`src/rtl/reg_dump_pkg.sv`:
```
// Shared widths, header default and state encodings for the
// register-file dump engine.
`ifndef X_LEN
`define X_LEN 32
`endif

package reg_dump_pkg;

  localparam int         X_LEN_DEF = `X_LEN;
  localparam logic [7:0] HDR_DEF   = 8'hA5;

  localparam logic [2:0] S_IDLE = 3'd0;
  localparam logic [2:0] S_HDR  = 3'd1;
  localparam logic [2:0] S_LOAD = 3'd2;
  localparam logic [2:0] S_SEND = 3'd3;
  localparam logic [2:0] S_DONE = 3'd4;

endpackage

```
`src/rtl/reg_dump_if.sv`:
```
// Byte stream valid/ready link from the dump engine
// to the debug UART or display controller.
interface reg_dump_if;

  logic [7:0] Tx_Data;
  logic       Tx_Valid;
  logic       Tx_Ready;

  modport master (
    output Tx_Data,
    output Tx_Valid,
    input  Tx_Ready
  );

  modport slave (
    input  Tx_Data,
    input  Tx_Valid,
    output Tx_Ready
  );

endinterface

```
`src/rtl/reg_dump.sv`:
```
// Walks x0..x31 over the spare read port and streams a
// header byte followed by each register little-endian.
module reg_dump
  import reg_dump_pkg::*;
#(
  parameter int         X_LEN    = X_LEN_DEF,
  parameter logic [7:0] HDR_BYTE = HDR_DEF
) (
  input  logic             clk_Dump,
  input  logic             rst,
  input  logic             Start,
  output logic [4:0]       R_Addr,
  input  logic [X_LEN-1:0] R_Data,
  reg_dump_if.master       tx,
  output logic             Busy,
  output logic             Done
);

  localparam int NB  = X_LEN / 8;
  localparam int BCW = (NB > 1) ? $clog2(NB) : 1;
  localparam logic [BCW-1:0] LAST = BCW'(NB - 1);

  logic [2:0]       state;
  logic [X_LEN-1:0] buf_q;
  logic [BCW-1:0]   cnt;
  logic [X_LEN-1:0] shifted;

  assign shifted = buf_q >> {cnt, 3'b000};

  // Outputs decode from registered state only.
  always_comb begin
    tx.Tx_Data  = 8'h00;
    tx.Tx_Valid = 1'b0;
    Busy        = 1'b0;
    Done        = 1'b0;
    unique case (1'b1)
      state == S_HDR: begin
        tx.Tx_Data  = HDR_BYTE;
        tx.Tx_Valid = 1'b1;
        Busy        = 1'b1;
      end
      state == S_LOAD: begin
        Busy = 1'b1;
      end
      state == S_SEND: begin
        tx.Tx_Data  = shifted[7:0];
        tx.Tx_Valid = 1'b1;
        Busy        = 1'b1;
      end
      state == S_DONE: begin
        Done = 1'b1;
      end
      default: ;
    endcase
  end

  always_ff @(posedge clk_Dump or posedge rst) begin
    if (rst) begin
      state  <= S_IDLE;
      R_Addr <= 5'd0;
      buf_q  <= '0;
      cnt    <= '0;
    end else begin
      unique case (state)
        S_IDLE: begin
          if (Start) state <= S_HDR;
        end
        S_HDR: begin
          if (tx.Tx_Ready) state <= S_LOAD;
        end
        S_LOAD: begin
          buf_q <= R_Data;
          cnt   <= '0;
          state <= S_SEND;
        end
        S_SEND: begin
          if (tx.Tx_Ready) begin
            if (cnt != LAST) begin
              cnt <= cnt + 1'b1;
            end else if (R_Addr == 5'd31) begin
              state <= S_DONE;
            end else begin
              R_Addr <= R_Addr + 5'd1;
              state  <= S_LOAD;
            end
          end
        end
        S_DONE: begin
          R_Addr <= 5'd0;
          state  <= S_IDLE;
        end
        default: state <= S_IDLE;
      endcase
    end
  end

endmodule

```
`src/flat_wrapper.sv`:
```
// flat-port wrapper written by rule: the top's interface ports become plain ports
module reg_dump_flat import reg_dump_pkg::*;
#(
  parameter int         X_LEN    = X_LEN_DEF,
  parameter logic [7:0] HDR_BYTE = HDR_DEF
)
  (clk_Dump, rst, Start, R_Addr, R_Data, Busy, Done, tx_Tx_Data, tx_Tx_Valid, tx_Tx_Ready);
  reg_dump_if tx_i ();
  input  logic clk_Dump;
  input  logic rst;
  input  logic Start;
  output logic [4:0] R_Addr;
  input  logic [X_LEN-1:0] R_Data;
  output logic Busy;
  output logic Done;
  output wire logic [$bits(tx_i.Tx_Data)-1:0] tx_Tx_Data;
  output wire logic [$bits(tx_i.Tx_Valid)-1:0] tx_Tx_Valid;
  input wire logic [$bits(tx_i.Tx_Ready)-1:0] tx_Tx_Ready;
  assign tx_Tx_Data = tx_i.Tx_Data;
  assign tx_Tx_Valid = tx_i.Tx_Valid;
  assign tx_i.Tx_Ready = tx_Tx_Ready;
  reg_dump #(.X_LEN(X_LEN), .HDR_BYTE(HDR_BYTE)) u_core (.clk_Dump(clk_Dump), .rst(rst), .Start(Start), .R_Addr(R_Addr), .R_Data(R_Data), .tx(tx_i), .Busy(Busy), .Done(Done));
endmodule
```
`config.mk`:
```
export PLATFORM = sky130hd
export DESIGN_NAME = reg_dump_flat
export DESIGN_NICKNAME = d
export VERILOG_FILES = /design/src/rtl/reg_dump_pkg.sv /design/src/rtl/reg_dump_if.sv /design/src/rtl/reg_dump.sv /design/src/flat_wrapper.sv
export SDC_FILE = /design/constraint.sdc
export NUM_CORES = 1
export LEC_CHECK = 0
export BUFFER_PORTS_ARGS = -buffer_cell sky130_fd_sc_hd__buf_2
export CAP_MARGIN = 20
export CORE_AREA = 2 2 64 66
export CTS_BUF_LIST = sky130_fd_sc_hd__clkbuf_8
export DETAILED_ROUTE_END_ITERATION = 8
export DIE_AREA = 0 0 66 68
export PLACE_DENSITY = 0.89
export SLEW_MARGIN = 20
export SYNTH_ARGS = -nofsm -noshare
export SYNTH_HDL_FRONTEND = slang
export SYNTH_SLANG_ARGS = --single-unit
```
`constraint.sdc`:
```
create_clock -name clk_Dump -period 2.65 [get_ports clk_Dump]
set_input_delay 0.795 -clock clk_Dump [delete_from_list [all_inputs] [get_ports clk_Dump]]
set_output_delay 0.795 -clock clk_Dump [all_outputs]
set_load 0.05 [all_outputs]
```
==> metrics.cfg, run 1 <==
[floorplanning]
die_height_microns = 68
die_area_sq_mm = 0.00449
ios = 52
core.rowCount = 23
start_util_pct = 51.7
dieWidth_microns = 66
coreArea_sq_mm = 0.00386

[pwr]
power.leakage_nw = 1.13
pwr-share-comb_pct = 49.7
sw_frac_of_total_pct = 41.3
clkPwrFrac_pct = 14.2
pwr-share-seq_pct = 36.1
vdd.ir_drop.worst_v = 0.000834
p_switching_mw = 1.26
power_mw = 3.06
p_per_area_mw_per_mm2 = 1270
p_int_mw = 1.80

[global_routing]
first_global_vias = 1339
grt.total_usage_pct = 19.6
grt_first_pass_wirelength_mm = 6.30
grt.overflow.total = 0
antenna_found_initial = 0
grt_max_degree = 43

[cts]
htreeDepth = 2
cts_tree = yes
cts_setup_buffers = 0
path_clk_slew_ns = 0.08
cts_buffers = 5
cts.path.max_buffers = 2
cts_sinks = 42
cts_root_buffer = clkbuf_8
insertion_delay_ns = 0.30

[worst_setup_path]
cp.required_ns = 1.86
worstSetupPathDepth = 4
slowest_delay_ns = 0.52
cp_num_buf_inv = 2
endpoint_kind = primary output
startpoint_type = flop
rr_startpoint = u_core.R_Addr[0]
crit_family = multiplexers
critPathKind = flop to primary output
r2r_cells = 6
critPathSlowestCell = mux4_2
rrSetupSlack_ns = 0.52
reg2reg_to = u_core.R_Addr[3]
arrival_ns = 1.77
endpoint = tx_Tx_Data[2]
path_cells = buf_6 > mux4_2 > o21a_1 > buf_2
crit_fanout = 10
critPathLaunch = u_core.cnt[0]

[placement]
pre_cts_ws_ns = 0.387
placed_area_sq_mm = 0.00231
port_buffers = 51
dp_cells = 245
place_hpwl_mm = 2.85
gp_congestion = 0.718

[timing]
setup_violations = 0
whs_ns = 0.504
hold_viol = 0
fin_crit_ns = 2.56
setup_slack_ns = 0.0885
worst_slew_margin_rel_pct = 65.6
max_freq_mhz = 390
tightest_slew_ns = 0.516
rsz0062_at_grt = no
final_max_slew_viol_count = 0
finClkSkew_ns = 0.00380
finalSetupTns_ns = 0
finalCritPeriodShare_pct = 96.7

[synth]
yosys.area.top_type = dfrtp_1
yosys_register_bits = 42
ys_types = 28
avgSynthCellArea_sq_um = 13.6
synthesis.area_sq_mm = 0.00199
netlist.area_leader.share_pct = 52.7
synthCells = 147
yosysWarningCount = 0
yosysMostFrequentCell = dfrtp_1
synthArstFlopShare_pct = 100
synth_flop_cell = dfrtp_1
synthTopCellsByArea = dfrtp_1 (53%), mux2_2 (18%), mux4_2 (9.0%)
ys_seq_area_share_pct = 52.7
synth_edf_count = 0
synthesis.nets = 186
synthTopCellsByCount = dfrtp_1 (42), mux2_2 (32), mux4_2 (8), a21oi_1 (7)

[layout]
diodes = 0
stdcell_count = 253
final_nets = 241
n_fill_cell = 318
utilization_pct = 62.4
area_growth_pct = 20.7
multi_input_area_sq_um = 882
regArea_sq_mm = 0.00105
design_area_sq_mm = 0.00241
drive_gt1_share_pct = 51.7

[route]
vias_per_cell = 5.51
drt_pass1_iterations = 4
drtIter0Drc = 64
finalWirelength_mm = 3.93
num_vias = 1395
ant_nets = 0
drc = 0
drt-wirelength-per-cell_microns = 15.5

[outcome]
status = completed

[hold_path]
holdCritPathClass = flop to flop

[job]
cap_violations = 0

==> sequential cells by signal, summed over array words and instances, names as in the netlist <==
signal,count
u_core.R_Addr,5
u_core.buf_q,32
u_core.cnt,2
u_core.state,3
==> layer usage <==
layer | GRT usage [%] | up-vias | share of wire (%)
li1 | - | 653 | -
met1 | 25.2 | 699 | 45
met2 | 30.1 | 39 | 48
met3 | 6.74 | 4 | 5.6
met4 | 9.18 | 0 | 1.9
met5 | 0 | - | 0
==> repair_timing <==
| action | CTS | global route |
|---|---|---|
| hold buffers | 0 | 0 |
| setup endpoints to repair | 0 | 3 |
| resized for setup | 0 | 1 |
| hold endpoints to repair | 0 | 0 |
==> placed cells by master, fill, tap and decap left out, types with 5 or more instances in the layout <==
cell type and instances:
and3_1 5, mux4_2 8, a21oi_1 7, clkbuf_8 6, inv_1 5, dfrtp_1 42
mux2_2 32, buf_2 51
==> cell type report <==
type                            count  share of cell area [%]
Inverter                            5                   0.780
Timing Repair Buffer               56                    12.3
Clock buffer                        6                    3.43
Tap cell                           50                    2.60
Clock inverter                      2                   0.520
Multi-Input combinational cell     92                    36.7
Sequential cell                    42                    43.7
==> logic make-up after synthesis <==
group / Yosys count / share of synthesized area [%]
buf+inv: 13 / 3.14
compound gates: 20 / 6.34
simple gates: 29 / 8.79
flops: 42 / 52.7
fa+ha+maj: 3 / 1.88
mux: 40 / 27.1
==> how the worst min path moves through the flow <==
stage,cells past startpoint,startpoint,end,slack (ns)
after global placement,1,u_core.buf_q[5],u_core.buf_q[5],0.48
final,1,u_core.buf_q[23],u_core.buf_q[23],0.50
after global routing,1,u_core.buf_q[20],u_core.buf_q[20],0.53
after floorplan,1,u_core.buf_q[16],u_core.buf_q[16],0.48
after detailed placement,1,u_core.buf_q[23],u_core.buf_q[23],0.49
after CTS,1,u_core.buf_q[23],u_core.buf_q[23],0.51
==> power by group through the flow <==
stage               combinational (mW)  sequential, mW  clock (mW)
detailed placement                1.53            1.11           0
floorplan                         1.21            1.10           0
finish                            1.52            1.11       0.435
CTS                               1.53            1.10       0.442
global route                      1.62            1.14       0.474
global placement                  1.48            1.10           0
(Power assumes the default switching activity.)
==> inputs of run 2 (changes only) <==
--- a/config.mk
+++ b/config.mk
@@ -12,6 +12,7 @@
 export DETAILED_ROUTE_END_ITERATION = 8
 export DIE_AREA = 0 0 66 68
 export PLACE_DENSITY = 0.89
+export RECOVER_POWER = 100
 export SLEW_MARGIN = 20
 export SYNTH_ARGS = -nofsm -noshare
 export SYNTH_HDL_FRONTEND = slang
==> metrics.cfg, run 2 (same netlist as run 1, synthesis figures left out) <==
[outcome]
status = completed

[global_routing]
grt.total_usage_pct = 19.6  ; unchanged
antenna_found_initial = 0  ; unchanged
grt.overflow.total = 0  ; unchanged
grt_max_degree = 43  ; unchanged
first_global_vias = 1339  ; unchanged
grt_first_pass_wirelength_mm = 6.30  ; unchanged

[cts]
cts_sinks = 42  ; unchanged
cts_setup_buffers = 0  ; unchanged
insertion_delay_ns = 0.30  ; about the same
path_clk_slew_ns = 0.08  ; about the same
cts_buffers = 5  ; unchanged
cts.path.max_buffers = 2  ; unchanged
cts_root_buffer = clkbuf_8
cts_tree = yes
htreeDepth = 2  ; unchanged

[worst_setup_path]
critPathKind = flop to primary output
crit_fanout = 10  ; unchanged
arrival_ns = 1.77  ; about the same
endpoint_kind = primary output
cp.required_ns = 1.86  ; about the same
slowest_delay_ns = 0.51  ; about the same
startpoint_type = flop
critPathSlowestCell = mux4_2
path_cells = buf_6 > mux4_2 > and3_1 > clkbuf_2

[floorplanning]
dieWidth_microns = 66  ; unchanged
coreArea_sq_mm = 0.00386  ; unchanged
core.rowCount = 23  ; unchanged
die_height_microns = 68  ; unchanged
die_area_sq_mm = 0.00449  ; unchanged
ios = 52  ; unchanged
start_util_pct = 51.7  ; unchanged

[route]
num_vias = 1410  ; +1.1%
drt_pass1_iterations = 4  ; unchanged
drt-wirelength-per-cell_microns = 15.7  ; +0.84%
drc = 0  ; unchanged
ant_nets = 0  ; unchanged
drtIter0Drc = 56  ; -13%
vias_per_cell = 5.57  ; +1.1%
finalWirelength_mm = 3.97  ; +0.84%

[layout]
stdcell_count = 253  ; unchanged
area_growth_pct = 19.6
largest_reg_flops = 32  ; unchanged
utilization_pct = 61.8  ; -0.58 points
layout_commonest_cell = dfrtp_1
regArea_sq_mm = 0.00105  ; unchanged
regMostFlops = u_core.buf_q
final_nets = 241  ; unchanged
top_regs = u_core.buf_q x32, u_core.R_Addr x5, u_core.state x3
n_fill_cell = 326  ; +2.5%
diodes = 0  ; unchanged
mostFrequentLayoutCells = dfrtp_1 (42), buf_2 (39), mux2_2 (32)
drive_gt1_share_pct = 46.3  ; -5.4 points
multi_input_area_sq_um = 880  ; -0.28%

[placement]
place_hpwl_mm = 2.85  ; unchanged
port_buffers = 51  ; unchanged
dp_cells = 245  ; unchanged
gp_congestion = 0.718  ; unchanged

[pwr]
power.leakage_nw = 1.09  ; -3.1%
vdd.ir_drop.worst_v = 0.000833  ; -0.10%
p_per_area_mw_per_mm2 = 1280  ; +0.64%
power_mw = 3.05  ; -0.30%

[timing]
final_max_slew_viol_count = 0  ; unchanged
hold_viol = 0  ; unchanged
finClkSkew_ns = 0.00420  ; +0.000404 ns
fin_crit_ns = 2.56  ; +0.00142 ns
setup_violations = 0  ; unchanged
rsz0062_at_grt = no
max_freq_mhz = 390  ; about the same
finalCritPeriodShare_pct = 96.7  ; about the same
finalSetupTns_ns = 0  ; unchanged
worst_slew_margin_rel_pct = 32.5  ; -33 points
tightest_slew_ns = 1.01  ; +0.496 ns

[hold_path]
holdCritPathClass = flop to flop

[job]
cap_violations = 0  ; unchanged

==> run 2: cell types whose count changed in the layout (fill, tap and decap cells not counted) <==
cell / change
buf_2: -12
clkbuf_1: +10
clkbuf_2: +5
buf_4: -3
nor2_1: +1
nor2_2: -1
==> run 2: final cells by class <==
cell class / count / share of cell area (%)
Sequential cell: 42 / 44.1
Tap cell: 50 / 2.62
Timing Repair Buffer: 56 / 11.6
Inverter: 5 / 0.787
Clock inverter: 2 / 0.525
Clock buffer: 6 / 3.46
Multi-Input combinational cell: 92 / 36.9
==> run 2: metal layers <==
layer  global-route usage [%]  routed length, microns  vias to the layer above
li1                         -                       -                      655
met1                     25.2                    1750                      707
met2                     30.1                    1900                       44
met3                     6.74                     239                        4
met4                     9.18                      74                        0
met5                        0                       0                        -
==> run 2: final timing paths <==
check                                 startpoint                to  slack [ns]  cells past startpoint
max in group asynchronous                    rst  u_core.buf_q[29]        1.23                      3
min in group asynchronous                    rst  u_core.R_Addr[0]        0.79                      3
worst min register to register  u_core.buf_q[23]  u_core.buf_q[23]        0.51                      1
worst max register to register   u_core.state[2]   u_core.buf_q[6]        0.34                      4
worst max-delay path               u_core.cnt[0]     tx_Tx_Data[6]        0.09                      4
worst min-delay path            u_core.buf_q[23]  u_core.buf_q[23]        0.51                      1
==> run 2: what timing repair did <==
action	4_1_cts	5_1_grt
resized for setup	0	1
hold buffers	0	0
setup endpoints to repair	0	3
==> run 2: stage by stage <==
stage | hold slack (ns) | cell area (sq um) | setup slack, ns
CTS | 0.511 | 2400 | 0.0370
detailed placement | 0.493 | 2310 | 0.387
global route | 0.528 | 2380 | 0.0200
floorplan | 0.475 | 1990 | 0.410
global placement | 0.485 | 2310 | 0.426
finish | 0.505 | 2380 | 0.0871
==> run 2: critical path, delay by kind of cell (launching register included) <==
kind,cells,cell delay [ns]
muxes,1,0.51
buffers and inverters,2,0.41
DFF,1,0.36
and+or+nand+nor,1,0.19
==> run 2: where the power goes <==
part | switching (mW) | total, mW | leakage, nW | internal [mW]
combinational | 0.861 | 1.51 | 0.541 | 0.649
clock | 0.225 | 0.434 | 0.0472 | 0.209
sequential | 0.183 | 1.11 | 0.507 | 0.925
total | 1.27 | 3.05 | 1.09 | 1.78
==> inputs of run 3 (changes only) <==
--- a/config.mk
+++ b/config.mk
@@ -5,13 +5,14 @@
 export SDC_FILE = /design/constraint.sdc
 export NUM_CORES = 1
 export LEC_CHECK = 0
+export ABC_AREA = 1
 export BUFFER_PORTS_ARGS = -buffer_cell sky130_fd_sc_hd__buf_2
 export CAP_MARGIN = 20
-export CORE_AREA = 2 2 64 66
+export CORE_AREA = 2 2 67 69
 export CTS_BUF_LIST = sky130_fd_sc_hd__clkbuf_8
 export DETAILED_ROUTE_END_ITERATION = 8
-export DIE_AREA = 0 0 66 68
-export PLACE_DENSITY = 0.89
+export DIE_AREA = 0 0 69 71
+export PLACE_DENSITY = 0.88
 export RECOVER_POWER = 100
 export SLEW_MARGIN = 20
 export SYNTH_ARGS = -nofsm -noshare
==> metrics.cfg, run 3 <==
[synth]
netlist.area_leader.share_pct = 48.0  ; -4.7 points
synthArstFlopShare_pct = 100  ; unchanged
synthesis.area_sq_mm = 0.00219  ; +9.9%
synthesis.nets = 307  ; +65%
synthTopCellsByArea = dfrtp_1 (48%), nand2_1 (10%), a21oi_2 (8.4%)
yosysWarningCount = 0  ; unchanged
synthTopCellsByCount = nand2_1 (60), dfrtp_1 (42), inv_1 (33), nor2_1 (32), nand3_1 (24)
ys_seq_area_share_pct = 48.0  ; -4.7 points
yosys_register_bits = 42  ; unchanged
avgSynthCellArea_sq_um = 8.17  ; -40%
yosysMostFrequentCell = nand2_1
yosys.area.top_type = dfrtp_1
ys_types = 24  ; -14%
synth_flop_cell = dfrtp_1
synthCells = 268  ; +82%
synth_edf_count = 0  ; unchanged

[floorplanning]
coreArea_sq_mm = 0.00420  ; +9.0%
start_util_pct = 52.1  ; +0.40 points
die_area_sq_mm = 0.00490  ; +9.2%
die_height_microns = 71  ; +4.4%
ios = 52  ; unchanged
dieWidth_microns = 69  ; +4.5%
core.rowCount = 24  ; +4.3%

[global_routing]
grt.overflow.total = 0  ; unchanged
grt_first_pass_wirelength_mm = 7.77  ; +23%
grt_max_degree = 43  ; unchanged
first_global_vias = 1769  ; +32%
antenna_found_initial = 0  ; unchanged
grt.total_usage_pct = 19.7  ; +0.10 points

[route]
num_vias = 1887  ; +34%
finalWirelength_mm = 4.63  ; +17%
drt-wirelength-per-cell_microns = 12.5  ; -20%
drtIter0Drc = 93  ; +66%
vias_per_cell = 5.09  ; -8.7%
ant_nets = 0  ; unchanged
drt_pass1_iterations = 4  ; unchanged
drc = 0  ; unchanged

[hold_path]
holdCritPathClass = flop to flop

[cts]
htreeDepth = 2  ; unchanged
cts_root_buffer = clkbuf_8
insertion_delay_ns = 0.30  ; about the same
ctsHoldBuffers = 0  ; unchanged
cts.path.max_buffers = 2  ; unchanged
cts_tree = yes
path_clk_slew_ns = 0.08  ; about the same
cts_buffers = 5  ; unchanged
cts_sinks = 42  ; unchanged
cts_setup_buffers = 0  ; unchanged

[timing]
rsz0062_at_grt = no
hold_viol = 0  ; unchanged
setup_violations = 0  ; unchanged
finalSetupTns_ns = 0  ; unchanged
whs_ns = 0.480  ; -0.0256 ns
finalCritPeriodShare_pct = 95.4  ; -1.3 points
final_max_slew_viol_count = 0  ; unchanged
tightest_slew_ns = 1.04  ; +0.0251 ns
finClkSkew_ns = 0.0103  ; +0.00606 ns
max_freq_mhz = 396  ; +1.4%
fin_crit_ns = 2.53  ; -0.0346 ns
worst_slew_margin_rel_pct = 30.9  ; -1.7 points

[pwr]
power.leakage_nw = 1.34  ; +23%
p_per_area_mw_per_mm2 = 1370  ; +6.7%
vdd.ir_drop.worst_v = 0.000674  ; -19%

[worst_setup_path]
rrSetupSlack_ns = 0.41  ; +0.07 ns
endpoint_kind = primary output
critPathKind = flop to primary output
cp.required_ns = 1.86  ; about the same
arrival_ns = 1.73  ; -0.04 ns
crit_fanout = 7  ; -3
critPathLaunch = u_core.state[1]
r2r_cells = 5  ; +1
startpoint_type = flop
rr_startpoint = u_core.state[2]
endpoint = tx_Tx_Data[6]
reg2reg_to = u_core.buf_q[11]

[placement]
gp_congestion = 0.868  ; +21%
port_buffers = 51  ; unchanged
place_hpwl_mm = 3.37  ; +18%

[layout]
regMostFlops = u_core.buf_q
drive_gt1_share_pct = 27.6  ; -19 points
mostFrequentLayoutCells = nand2_1 (61), dfrtp_1 (40), buf_2 (39)
layout_commonest_cell = nand2_1
largest_reg_flops = 32  ; unchanged
top_regs = u_core.buf_q x32, u_core.R_Addr x5, u_core.state x3
area_growth_pct = 16.6
diodes = 0  ; unchanged
final_nets = 357  ; +48%

[job]
cap_violations = 0  ; unchanged

[outcome]
status = completed

==> run 3: cell count changes in the layout (fill, tap and decap cells not counted), moves of 4 or more <==
cell / before / now
o21ai_0: 4 / 9
mux2_2: 32 / 0
a21oi_2: 0 / 20
inv_1: 5 / 33
mux4_2: 8 / 0
nand2_1: 0 / 61
nor2_1: 5 / 32
nand3_1: 4 / 24
and3_1: 5 / 0
a31oi_2: 0 / 4
nand4_1: 1 / 6
==> run 3: metrics by stage <==
step | setup slack (ns) | area, sq um | std cells | utilization (%) | power, mW
floorplan | 0.112 | 2220 | 268 | - | 2.74
global placement | 0.478 | 2490 | 363 | 59.1 | 3.06
detailed placement | 0.443 | 2490 | 363 | 59.1 | 3.11
CTS | 0.102 | 2580 | 371 | 61.3 | 3.53
global route | 0.0105 | 2550 | 371 | 60.7 | 3.75
finish | 0.122 | 2550 | 371 | 60.7 | 3.49
==> run 3: layer usage <==
metal	global-route usage (%)	share of wire (%)	up-vias
li1	-	-	956
met1	25.8	44	857
met2	31.8	49	62
met3	3.70	5.2	12
met4	9.15	2.3	0
met5	0	0	-
==> run 3: final cells by class <==
| type | instances | area, sq um |
|---|---|---|
| inverter | 33 | 124 |
| multi-input combinational | 180 | 945 |
| sequential | 42 | 1050 |
| tap | 52 | 65.1 |
| timing repair buffer | 56 | 277 |
| fill | 385 | 1650 |
| clock buffer | 5 | 68.8 |
| clock inverter | 3 | 21.3 |
==> run 3: report_power, final <==
group	switching, mW	internal, mW	total [mW]
clock network	0.231	0.185	0.417
registers	0.186	0.943	1.13
logic	1.39	0.554	1.94
total	1.81	1.68	3.49
==> run 3: cell families after synthesis <==
| group | synth area share (%) |
|---|---|
| AOI/OAI and AO/OA | 15.1 |
| DFF | 48.0 |
| and+or+nand+nor | 25.1 |
| buffers and inverters | 9.71 |
| adders and majority gates | 1.71 |
| xor gates and xnor gates | 0.400 |
==> run 3: repair_timing <==
action | 4_1_cts | 5_1_grt
endpoints found under the setup margin | 0 | 8
gates resized for setup | 0 | 2
hold endpoints to repair | 0 | 0
==> run 3: critical path: stages (launching register included) <==
cell and delay (ns):
dfrtp_1 0.53, nand2_2 0.13, nor2_4 0.17, inv_1 0.13
a21oi_1 0.18, buf_2 0.30
==> run 3: worst min-delay path by stage <==
| stage | end | slack [ns] | depth (start not counted) | from |
|---|---|---|---|---|
| 2_1_floorplan | u_core.buf_q[1] | 0.44 | 2 | u_core.buf_q[1] |
| 3_3_place_gp | u_core.buf_q[6] | 0.46 | 2 | u_core.buf_q[6] |
| 3_5_place_dp | u_core.buf_q[19] | 0.46 | 2 | u_core.buf_q[19] |
| 4_1_cts | u_core.buf_q[4] | 0.48 | 2 | u_core.buf_q[4] |
| 5_1_grt | u_core.buf_q[25] | 0.50 | 2 | u_core.buf_q[25] |
| 6_report | u_core.buf_q[19] | 0.48 | 2 | u_core.buf_q[19] |
